--- src/rtl/lsu_axi_host.sv ---
// Load/store AXI4-Lite initiator: one outstanding request, store lane steering, load extension.
// Latency: 3 cycles accept-to-RSP_VALID with a zero-wait responder; REQ_READY only in IDLE, no response backpressure.
// Build option: define LSU_MISALIGN_TRAP_EN to trap misaligned accesses instead of masking their low address bits.
module lsu_axi_host #(
    parameter int AXI_AWIDTH = 32,
    parameter int AXI_DWIDTH = 32
) (
    input  logic                  CLK,
    input  logic                  RST,
    input  logic                  REQ_VALID,
    output logic                  REQ_READY,
    input  logic                  REQ_WE,
    input  logic [1:0]            REQ_SIZE,
    input  logic                  REQ_UNSIGNED,
    input  logic [AXI_AWIDTH-1:0] REQ_ADDR,
    input  logic [31:0]           REQ_WDATA,
    output logic                  RSP_VALID,
    output logic [31:0]           RSP_RDATA,
    output logic                  RSP_ERR,
    output logic [AXI_AWIDTH-1:0] HOST_AXI_AWADDR,
    output logic                  HOST_AXI_AWVALID,
    input  logic                  HOST_AXI_AWREADY,
    output logic [AXI_DWIDTH-1:0] HOST_AXI_WDATA,
    output logic [3:0]            HOST_AXI_WSTRB,
    output logic                  HOST_AXI_WVALID,
    input  logic                  HOST_AXI_WREADY,
    input  logic [1:0]            HOST_AXI_BRESP,
    input  logic                  HOST_AXI_BVALID,
    output logic                  HOST_AXI_BREADY,
    output logic [AXI_AWIDTH-1:0] HOST_AXI_ARADDR,
    output logic                  HOST_AXI_ARVALID,
    input  logic                  HOST_AXI_ARREADY,
    input  logic [AXI_DWIDTH-1:0] HOST_AXI_RDATA,
    input  logic [1:0]            HOST_AXI_RRESP,
    input  logic                  HOST_AXI_RVALID,
    output logic                  HOST_AXI_RREADY
);

    typedef enum logic [2:0] {S_IDLE, S_WR, S_WR_B, S_RD, S_RD_R, S_DONE} state_t;

    state_t state_q, state_d;

    logic                  awvalid_q, awvalid_d, wvalid_q, wvalid_d, bready_q, bready_d;
    logic                  arvalid_q, arvalid_d, rready_q, rready_d;
    logic                  rsp_valid_q, rsp_valid_d, rsp_err_q, rsp_err_d;
    logic [31:0]           rsp_rdata_q, rsp_rdata_d;
    logic [AXI_AWIDTH-1:0] addr_q;
    logic [AXI_DWIDTH-1:0] wdata_q;
    logic [3:0]            wstrb_q;
    logic [1:0]            off_q, size_q;
    logic                  uns_q;

    logic                  accept;
    logic [1:0]            req_size_eff, req_off;
    logic [3:0]            req_wstrb;
    logic [AXI_DWIDTH-1:0] req_wdata;
    logic [31:0]           rd_shift, rd_ext;

    assign accept = (state_q == S_IDLE) && REQ_VALID;

    // Size 3 behaves as word; the lane offset is masked to the access size.
    always_comb begin
        req_size_eff = (REQ_SIZE == 2'd3) ? 2'd2 : REQ_SIZE;
        req_off      = 2'b00;
        req_wstrb    = 4'hF;
        req_wdata    = REQ_WDATA;
        case (req_size_eff)
            2'd0: begin
                req_off   = REQ_ADDR[1:0];
                req_wstrb = 4'b0001 << req_off;
                req_wdata = {4{REQ_WDATA[7:0]}};
            end
            2'd1: begin
                req_off   = {REQ_ADDR[1], 1'b0};
                req_wstrb = 4'b0011 << req_off;
                req_wdata = {2{REQ_WDATA[15:0]}};
            end
            default: ;
        endcase
    end

`ifdef LSU_MISALIGN_TRAP_EN
    logic req_misalign;
    assign req_misalign = ((req_size_eff == 2'd1) && REQ_ADDR[0]) ||
                          ((req_size_eff == 2'd2) && (REQ_ADDR[1:0] != 2'b00));
`endif

    always_comb begin
        rd_shift = HOST_AXI_RDATA[31:0] >> {off_q, 3'b000};
        rd_ext   = rd_shift;
        case (size_q)
            2'd0:    rd_ext = uns_q ? {24'd0, rd_shift[7:0]}  : {{24{rd_shift[7]}}, rd_shift[7:0]};
            2'd1:    rd_ext = uns_q ? {16'd0, rd_shift[15:0]} : {{16{rd_shift[15]}}, rd_shift[15:0]};
            default: ;
        endcase
    end

    always_comb begin
        state_d     = state_q;
        awvalid_d   = awvalid_q;
        wvalid_d    = wvalid_q;
        bready_d    = bready_q;
        arvalid_d   = arvalid_q;
        rready_d    = rready_q;
        rsp_valid_d = 1'b0;
        rsp_err_d   = 1'b0;
        rsp_rdata_d = 32'd0;
        case (state_q)
            S_IDLE: begin
                if (REQ_VALID) begin
`ifdef LSU_MISALIGN_TRAP_EN
                    if (req_misalign) begin
                        state_d     = S_DONE;
                        rsp_valid_d = 1'b1;
                        rsp_err_d   = 1'b1;
                    end else
`endif
                    if (REQ_WE) begin
                        state_d   = S_WR;
                        awvalid_d = 1'b1;
                        wvalid_d  = 1'b1;
                    end else begin
                        state_d   = S_RD;
                        arvalid_d = 1'b1;
                    end
                end
            end
            // AW and W retire independently, in any order.
            S_WR: begin
                awvalid_d = awvalid_q && !HOST_AXI_AWREADY;
                wvalid_d  = wvalid_q && !HOST_AXI_WREADY;
                if (!awvalid_d && !wvalid_d) begin
                    state_d  = S_WR_B;
                    bready_d = 1'b1;
                end
            end
            S_WR_B: begin
                if (HOST_AXI_BVALID) begin
                    state_d     = S_DONE;
                    bready_d    = 1'b0;
                    rsp_valid_d = 1'b1;
                    rsp_err_d   = (HOST_AXI_BRESP != 2'b00);
                end
            end
            S_RD: begin
                if (HOST_AXI_ARREADY) begin
                    state_d   = S_RD_R;
                    arvalid_d = 1'b0;
                    rready_d  = 1'b1;
                end
            end
            S_RD_R: begin
                if (HOST_AXI_RVALID) begin
                    state_d     = S_DONE;
                    rready_d    = 1'b0;
                    rsp_valid_d = 1'b1;
                    rsp_rdata_d = rd_ext;
                    rsp_err_d   = (HOST_AXI_RRESP != 2'b00);
                end
            end
            S_DONE:  state_d = S_IDLE;
            default: state_d = S_IDLE;
        endcase
    end

    always_ff @(posedge CLK or posedge RST) begin
        if (RST) begin
            state_q     <= S_IDLE;
            awvalid_q   <= 1'b0;
            wvalid_q    <= 1'b0;
            bready_q    <= 1'b0;
            arvalid_q   <= 1'b0;
            rready_q    <= 1'b0;
            rsp_valid_q <= 1'b0;
            rsp_err_q   <= 1'b0;
            rsp_rdata_q <= 32'd0;
        end else begin
            state_q     <= state_d;
            awvalid_q   <= awvalid_d;
            wvalid_q    <= wvalid_d;
            bready_q    <= bready_d;
            arvalid_q   <= arvalid_d;
            rready_q    <= rready_d;
            rsp_valid_q <= rsp_valid_d;
            rsp_err_q   <= rsp_err_d;
            rsp_rdata_q <= rsp_rdata_d;
        end
    end

    // Request capture; these only change in IDLE so AXI payloads stay stable until handshake.
    always_ff @(posedge CLK or posedge RST) begin
        if (RST) begin
            addr_q  <= '0;
            wdata_q <= '0;
            wstrb_q <= 4'd0;
            off_q   <= 2'd0;
            size_q  <= 2'd0;
            uns_q   <= 1'b0;
        end else if (accept) begin
            addr_q  <= {REQ_ADDR[AXI_AWIDTH-1:2], 2'b00};
            wdata_q <= req_wdata;
            wstrb_q <= req_wstrb;
            off_q   <= req_off;
            size_q  <= req_size_eff;
            uns_q   <= REQ_UNSIGNED;
        end
    end

    assign REQ_READY        = (state_q == S_IDLE);
    assign RSP_VALID        = rsp_valid_q;
    assign RSP_RDATA        = rsp_rdata_q;
    assign RSP_ERR          = rsp_err_q;
    assign HOST_AXI_AWADDR  = addr_q;
    assign HOST_AXI_AWVALID = awvalid_q;
    assign HOST_AXI_WDATA   = wdata_q;
    assign HOST_AXI_WSTRB   = wstrb_q;
    assign HOST_AXI_WVALID  = wvalid_q;
    assign HOST_AXI_BREADY  = bready_q;
    assign HOST_AXI_ARADDR  = addr_q;
    assign HOST_AXI_ARVALID = arvalid_q;
    assign HOST_AXI_RREADY  = rready_q;

endmodule
--- config.mk ---
export PLATFORM = sky130hd
export DESIGN_NAME = lsu_axi_host
export DESIGN_NICKNAME = d
export VERILOG_FILES = /design/src/rtl/lsu_axi_host.sv
export SDC_FILE = /design/constraint.sdc
export NUM_CORES = 1
export LEC_CHECK = 0
export ABC_AREA = 1
export CAP_MARGIN = 20
export CELL_PAD_IN_SITES_DETAIL_PLACEMENT = 1
export CELL_PAD_IN_SITES_GLOBAL_PLACEMENT = 1
export CORE_ASPECT_RATIO = 0.75
export CORE_MARGIN = 4
export CORE_UTILIZATION = 32
export DETAILED_ROUTE_END_ITERATION = 7
export GPL_TIMING_DRIVEN = 0
export HOLD_SLACK_MARGIN = 0.02
export PLACE_DENSITY_LB_ADDON = 0.1
export SYNTH_ARGS = -nofsm -noshare
export SYNTH_HDL_FRONTEND = slang
export SYNTH_SLANG_ARGS = --single-unit
export TNS_END_PERCENT = 30
--- constraint.sdc ---
create_clock -name CLK -period 8.08 [get_ports CLK]
set_input_delay 2.02 -clock CLK [delete_from_list [all_inputs] [get_ports CLK]]
set_output_delay 2.02 -clock CLK [all_outputs]
set_load 0.01 [all_outputs]
==> out/metrics.yaml, run 1 <==
status:
  status: "finished clean"
drt:
  dr.pass1.iters: 5
  drt_iter0_drc: 270
  route.detailed.wl_per_inst_um: 17.4
  route.detailed.drc: 0
  route.vias.total: 5535
  vias_per_cell: 4.68
  drt_wl_total_um: 20600
  antenna_left: 0
global_routing:
  grt_pass1_wl_um: 33700
  grt.total_usage_pct: 21.8
  grt_max_degree: 68
  antenna_found_initial: 0
  first_global_vias: 6162
  grt-ovfl-total: 0
sta:
  maxSlewHeadroom_pct: 54.5
  hold_ws_ns: 0.476
  fin_setup_tns_ns: 0
  fin_crit_sh_pct: 47.0
  period_needed_ns: 3.80
  finalMaxSlewViolations: 0
  clock_skew_ns: 0.00837
  setup_violations: 0
  fmax_mhz: 263
  tightest_slew_ns: 0.683
  finalHoldViolations: 0
  rsz0062_at_grt: "false"
logic_synthesis:
  synth-seq-area-share_pct: 51.0
  synth.avg_cell_area_um2: 8.09
  ys_warn_count: 0
  netlist_top_cells_area: "dfrtp_1 51%, nand2_1 18%, buf_4 5.0%"
  syn_area_um2: 5540
  yosys.area.top_type_share_pct: 51.0
  synth_top_area_cell: "dfrtp_1"
  yosys_register_bits: 113
  ys_types: 34
  synth_cells: 685
clocking:
  cts_tree: "done"
  clock-root-buffer: "clkbuf_16"
  cts.path.max_buffers: 2
  clock_latency_ns: 0.42
  hold_buffers: 0
  cts_sinks: 113
  cts_setup_buffers: 0
  h-tree-depth: 4
  cts_resized: 0
  numCtsBuffers: 17
  clkTransAtPathRegs_ns: 0.05
power_and_ir_drop:
  power_leakage_nw: 4.33
  p_per_area_nw_per_um2: 359
  ir_worst_vdd_mv: 0.155
  pwr-share-comb_pct: 49.9
  p_sw_w: 0.00120
  p_seq_share_pct: 28.7
  p_sw_share_pct: 37.9
  p_int_w: 0.00197
  clockPowerShare_pct: 21.4
place:
  numPortBuffers: 246
  hpwl_um: 16100
  place.gp.congestion: 0.843
final_layout:
  multi_input_area_um2: 2060
  n_antenna_cell: 0
  regArea_um2: 2830
  nFillCells: 2007
  drive_gt1_share_pct: 12.4
  nets: 1066
  syn2layout_area_growth_pct: 59.7
die:
  die-area_um2: 19500
  start_util_pct: 32.7
  die_h_um: 122
  ios: 252
  core_um2: 16900
  fp-row-count: 41
  die_w_um: 160
critical_path:
  worstSetupPathType: "reg2out"
  crit_arrival_ns: 1.78
  startpoint: "state_q[2]$_DFFE_PP0P_"
  r2r-start: "off_q[1]$_DFFE_PP0P_"
  crit_path_end_kind: "output port"
  required_ns: 6.06
  crit_path_start_kind: "register"
  cp_max_fo: 6
min_path:
  hp-start: "HOST_AXI_RREADY$_DFFE_PP0P_"
  worstHoldPathType: "reg2reg"
job:
  drv_cap: 0
power by group through the flow:
stage               registers, W  logic (W)  clock network, W
finish                  0.000912    0.00158          0.000678
global route            0.000942    0.00174          0.000722
CTS                     0.000916    0.00161          0.000690
detailed placement      0.000921    0.00160                 0
global placement        0.000907    0.00156                 0
floorplan               0.000976   0.000730                 0
cell usage in the layout, fill, tap and decap left out, drive strengths merged:
cell type and instances:
clkdlybuf4s50 246, nor3 2, buf 64, o21a 3, clkinvlp 3, nand3 39, nor2 15, nand2 277
nand3b 1, a21boi 1, inv 53, o21ai 60, a21oi 38, a31oi 7, conb 4, clkbuf 28
a22oi 2, clkinv 7, dfrtp 113, and2 1, o31ai 2, o21bai 1
layout make-up:
class                           instances  area share [%]
Clock buffer                           22            5.36
Inverter                               53            2.39
Clock inverter                         10           0.693
Buffer                                 69            5.20
Multi-Input combinational cell        453            23.3
Tap cell                              215            3.04
Timing Repair Buffer                  247            28.1
Sequential cell                       113            31.9
per-stage QoR:
step	worst slack [ns]	power, W	area (um^2)	cells	utilization, %
floorplan	3.07	0.00171	5550	688	-
global placement	1.30	0.00246	8280	1149	48.9
detailed placement	4.49	0.00252	8320	1150	49.1
CTS	4.24	0.00321	8850	1182	52.3
global route	4.15	0.00340	8850	1182	52.3
finish	4.28	0.00317	8850	1182	52.3
worst paths after layout:
kind / cells past startpoint / slack [ns] / to
worst max-delay path: 4 / 4.28 / REQ_READY
worst min-delay path: 2 / 0.48 / HOST_AXI_RREADY$_DFFE_PP0P_
worst max register to register: 6 / 6.51 / RSP_RDATA[5]$_DFF_PP0_
worst min register to register: 2 / 0.48 / HOST_AXI_RREADY$_DFFE_PP0P_
max in group asynchronous: 3 / 5.38 / RSP_RDATA[19]$_DFF_PP0_
min in group asynchronous: 2 / 2.01 / HOST_AXI_WDATA[0]$_DFFE_PP0P_
kinds of logic after synthesis:
kind of cell	synth area share, %
compound gates	11.5
flops	51.0
buf+inv	12.0
other cells	0.0677
simple gates	25.4
metal layers:
metal | wire [um] | vias up | GRT usage (%)
met3 | 1370 | 14 | 6.83
met5 | 0 | - | 0
met2 | 10000 | 177 | 37.2
met1 | 9020 | 2673 | 27.1
li1 | - | 2671 | -
met4 | 223 | 0 | 5.70
worst max-delay path: stages, from the launching register on:
cell,delay [ns]
dfrtp_1,0.43
inv_1,0.12
nand2_2,0.10
nor2_4,0.14
clkdlybuf4s50_1,0.57
cell usage after synthesis:
cell,number
o31ai_1,2
buf_6,5
nand2_4,1
o21ai_1,11
nor2_4,2
a22oi_1,2
conb_1,1
inv_6,1
o21ai_0,49
and2_1,1
nand3b_1,1
a21oi_2,9
inv_4,1
buf_4,37
buf_1,1
inv_1,50
clkbuf_1,6
a21boi_0,1
nor3_1,1
nand2_1,273
a21oi_1,29
a31oi_1,7
nand3_4,2
o21a_1,3
nand3_1,37
inv_2,1
o21bai_1,1
dfrtp_1,113
nor2_2,4
buf_2,20
nor3_4,1
nand2_2,3
nor2_1,8
nor2_8,1
state kept, by name, summed over array words and instances (netlist names):
| name | count |
|---|---|
| HOST_AXI_WSTRB | 4 |
| RSP_RDATA | 32 |
| HOST_AXI_BREADY | 1 |
| off_q | 2 |
| RSP_ERR | 1 |
| HOST_AXI_ARVALID | 1 |
| HOST_AXI_ARADDR | 30 |
| RSP_VALID | 1 |
| HOST_AXI_WDATA | 32 |
| size_q | 2 |
| HOST_AXI_AWVALID | 1 |
| HOST_AXI_RREADY | 1 |
| uns_q | 1 |
| state_q | 3 |
| HOST_AXI_WVALID | 1 |
Power figures use the tool's default switching activity.
==> run 2, diff against run 1 <==
--- a/config.mk
+++ b/config.mk
@@ -11,7 +11,7 @@
 export CELL_PAD_IN_SITES_GLOBAL_PLACEMENT = 1
 export CORE_ASPECT_RATIO = 0.75
 export CORE_MARGIN = 4
-export CORE_UTILIZATION = 32
+export CORE_UTILIZATION = 27
 export DETAILED_ROUTE_END_ITERATION = 7
 export GPL_TIMING_DRIVEN = 0
 export HOLD_SLACK_MARGIN = 0.02
==> constraint.sdc (replaced) <==
create_clock -name CLK -period 3.4 [get_ports CLK]
set_input_delay 0.85 -clock CLK [delete_from_list [all_inputs] [get_ports CLK]]
set_output_delay 0.85 -clock CLK [all_outputs]
set_load 0.01 [all_outputs]
==> out/metrics.yaml, run 2 (synthesis gave the netlist of run 1 again) <==
die:
  fp-row-count: 45  # was 41
  die-area_um2: 22900  # was 19500 um^2
  die_h_um: 132  # was 122 um
  ios: 252  # unchanged
  core_um2: 20200  # was 16900 um^2
  start_util_pct: 27.4  # was 32.7%
  die_w_um: 173  # was 160 um
sta:
  period_needed_ns: 2.64
  clock_skew_ns: 0.0100  # was 0.00837 ns
  fin_crit_sh_pct: 77.7
  rsz0062_at_grt: "false"  # unchanged
  setup_violations: 0  # unchanged
  fmax_mhz: 378
  fin_ws_ns: 0.757  # was 4.28 ns
  fin_setup_tns_ns: 0  # unchanged
  maxSlewHeadroom_pct: 48.6  # was 54.5%
  tightest_slew_ns: 0.771  # was 0.683 ns
  finalHoldViolations: 0  # unchanged
  finalMaxSlewViolations: 0  # unchanged
final_layout:
  mostFrequentLayoutCell: "nand2_1"  # unchanged
  instances_no_fill: 1227  # was 1182
  syn2layout_area_growth_pct: 61.3  # was 59.7%
  layout_common_cells: "273 x nand2_1, 246 x clkdlybuf4s50_1, 113 x dfrtp_1"  # unchanged
  nets: 1068  # was 1066
  n_antenna_cell: 0  # unchanged
  drive_gt1_share_pct: 12.8  # was 12.4%
critical_path:
  worstSetupPathType: "reg2out"  # unchanged
  cp_max_fo: 4  # was 6
  required_ns: 2.55  # was 6.06 ns
  r2r_cells: 7  # was 6
  crit_path_end_kind: "output port"  # unchanged
  cp_slowest_stage_delay_ns: 0.57  # about the same
  cpMaxStageDelayCell: "clkdlybuf4s50_1"  # unchanged
  crit_arrival_ns: 1.79  # was 1.78 ns
  crit_path_start_kind: "register"  # unchanged
  cp_top_family: "buffers and inverters"  # unchanged
  crit_chain: "inv_1 -> nand2_2 -> nor2_4 -> clkdlybuf4s50_1"  # unchanged
  crit_buf_inv: 2  # unchanged
  path_depth: 4  # unchanged
clocking:
  cts_setup_buffers: 0  # unchanged
  clock_latency_ns: 0.42  # about the same
  numCtsBuffers: 17  # unchanged
  cts_resized: 0  # unchanged
  clkTransAtPathRegs_ns: 0.06  # was 0.05 ns
  clock-root-buffer: "clkbuf_16"  # unchanged
  hold_buffers: 0  # unchanged
  h-tree-depth: 4  # unchanged
  cts_tree: "done"  # unchanged
  cts_sinks: 113  # unchanged
  cts.path.max_buffers: 2  # unchanged
place:
  place.gp.congestion: 0.827  # was 0.843
  place_inst: 1195  # was 1150
  hpwl_um: 16200  # was 16100 um
  numPortBuffers: 246  # unchanged
  dp_slack_ns: 0.972  # was 4.49 ns
global_routing:
  grt_max_degree: 33  # was 68
  grt-ovfl-total: 0  # unchanged
  grt_pass1_wl_um: 32400  # was 33700 um
  first_global_vias: 5653  # was 6162
  grt.total_usage_pct: 17.9  # was 21.8%
  antenna_found_initial: 0  # unchanged
drt:
  vias_per_cell: 4.37  # was 4.68
  drt_iter0_drc: 209  # was 270
  route.vias.total: 5365  # was 5535
  dr.pass1.iters: 4  # was 5
  route.detailed.wl_per_inst_um: 16.6  # was 17.4 um
  antenna_left: 0  # unchanged
  route.detailed.drc: 0  # unchanged
  drt_wl_total_um: 20400  # was 20600 um
power_and_ir_drop:
  ir_worst_vdd_mv: 0.299  # was 0.155 mV
  p_per_area_nw_per_um2: 844  # was 359 nW/um^2
  total_power_w: 0.00754  # was 0.00317 W
  power_leakage_nw: 4.33  # about the same
min_path:
  worstHoldPathType: "reg2reg"  # unchanged
  hold_path_depth: 2  # unchanged
job:
  drv_cap: 0  # unchanged
status:
  status: "finished clean"  # unchanged
==> run 2: cell types whose count changed in the layout (fill, tap and decap cells not counted) <==
| cell | delta |
|---|---|
| clkinvlp_4 | +4 |
| clkinv_2 | -3 |
| buf_12 | +3 |
| inv_6 | +2 |
| buf_16 | -1 |
| clkinv_4 | +2 |
| clkbuf_8 | -3 |
| clkbuf_1 | -2 |
==> run 2: worst min-delay path, stage by stage, from the launching register on <==
cell and delay, ns:
dfrtp_1 0.35, nand2_1 0.06, nand2_1 0.05
==> run 2: through the flow <==
step	util [%]	cell area [um^2]	hold slack, ns
floorplan	-	5560	0.453
global placement	41.3	8340	0.464
detailed placement	41.6	8400	0.469
CTS	44.2	8940	0.486
global route	44.2	8940	0.498
finish	44.2	8940	0.481
==> run 2: area by class of cell <==
| type | instances | area [um^2] |
|---|---|---|
| tap | 258 | 323 |
| multi-input combinational | 453 | 2060 |
| fill | 2401 | 11300 |
| timing repair buffer | 249 | 2520 |
| sequential | 113 | 2830 |
| clock buffer | 17 | 425 |
| clock inverter | 15 | 113 |
| inverter | 53 | 210 |
| buffer | 69 | 460 |
==> run 2: where the power goes <==
group / switching [W] / total (W) / internal, W
combinational: 0.00189 / 0.00378 / 0.00188
clock: 0.000685 / 0.00162 / 0.000933
sequential: 0.000326 / 0.00215 / 0.00182
==> run 2: path summary, 6_finish.rpt <==
kind | start | end | slack, ns
worst max-delay path | state_q[1]$_DFFE_PP0P_ | REQ_READY | 0.76
worst min-delay path | HOST_AXI_RREADY$_DFFE_PP0P_ | HOST_AXI_RREADY$_DFFE_PP0P_ | 0.48
worst max register to register | off_q[1]$_DFFE_PP0P_ | RSP_RDATA[23]$_DFF_PP0_ | 1.82
worst min register to register | HOST_AXI_RREADY$_DFFE_PP0P_ | HOST_AXI_RREADY$_DFFE_PP0P_ | 0.48
max in group asynchronous | RST | RSP_RDATA[23]$_DFF_PP0_ | 1.95
min in group asynchronous | RST | HOST_AXI_ARADDR[18]$_DFFE_PP0P_ | 0.87
==> run 2: layer usage <==
| metal | track usage (%) | routed length (um) |
|---|---|---|
| met4 | 4.47 | 218 |
| met2 | 26.6 | 8910 |
| met1 | 24.8 | 9710 |
| met3 | 6.71 | 1530 |
| met5 | 0 | 0 |
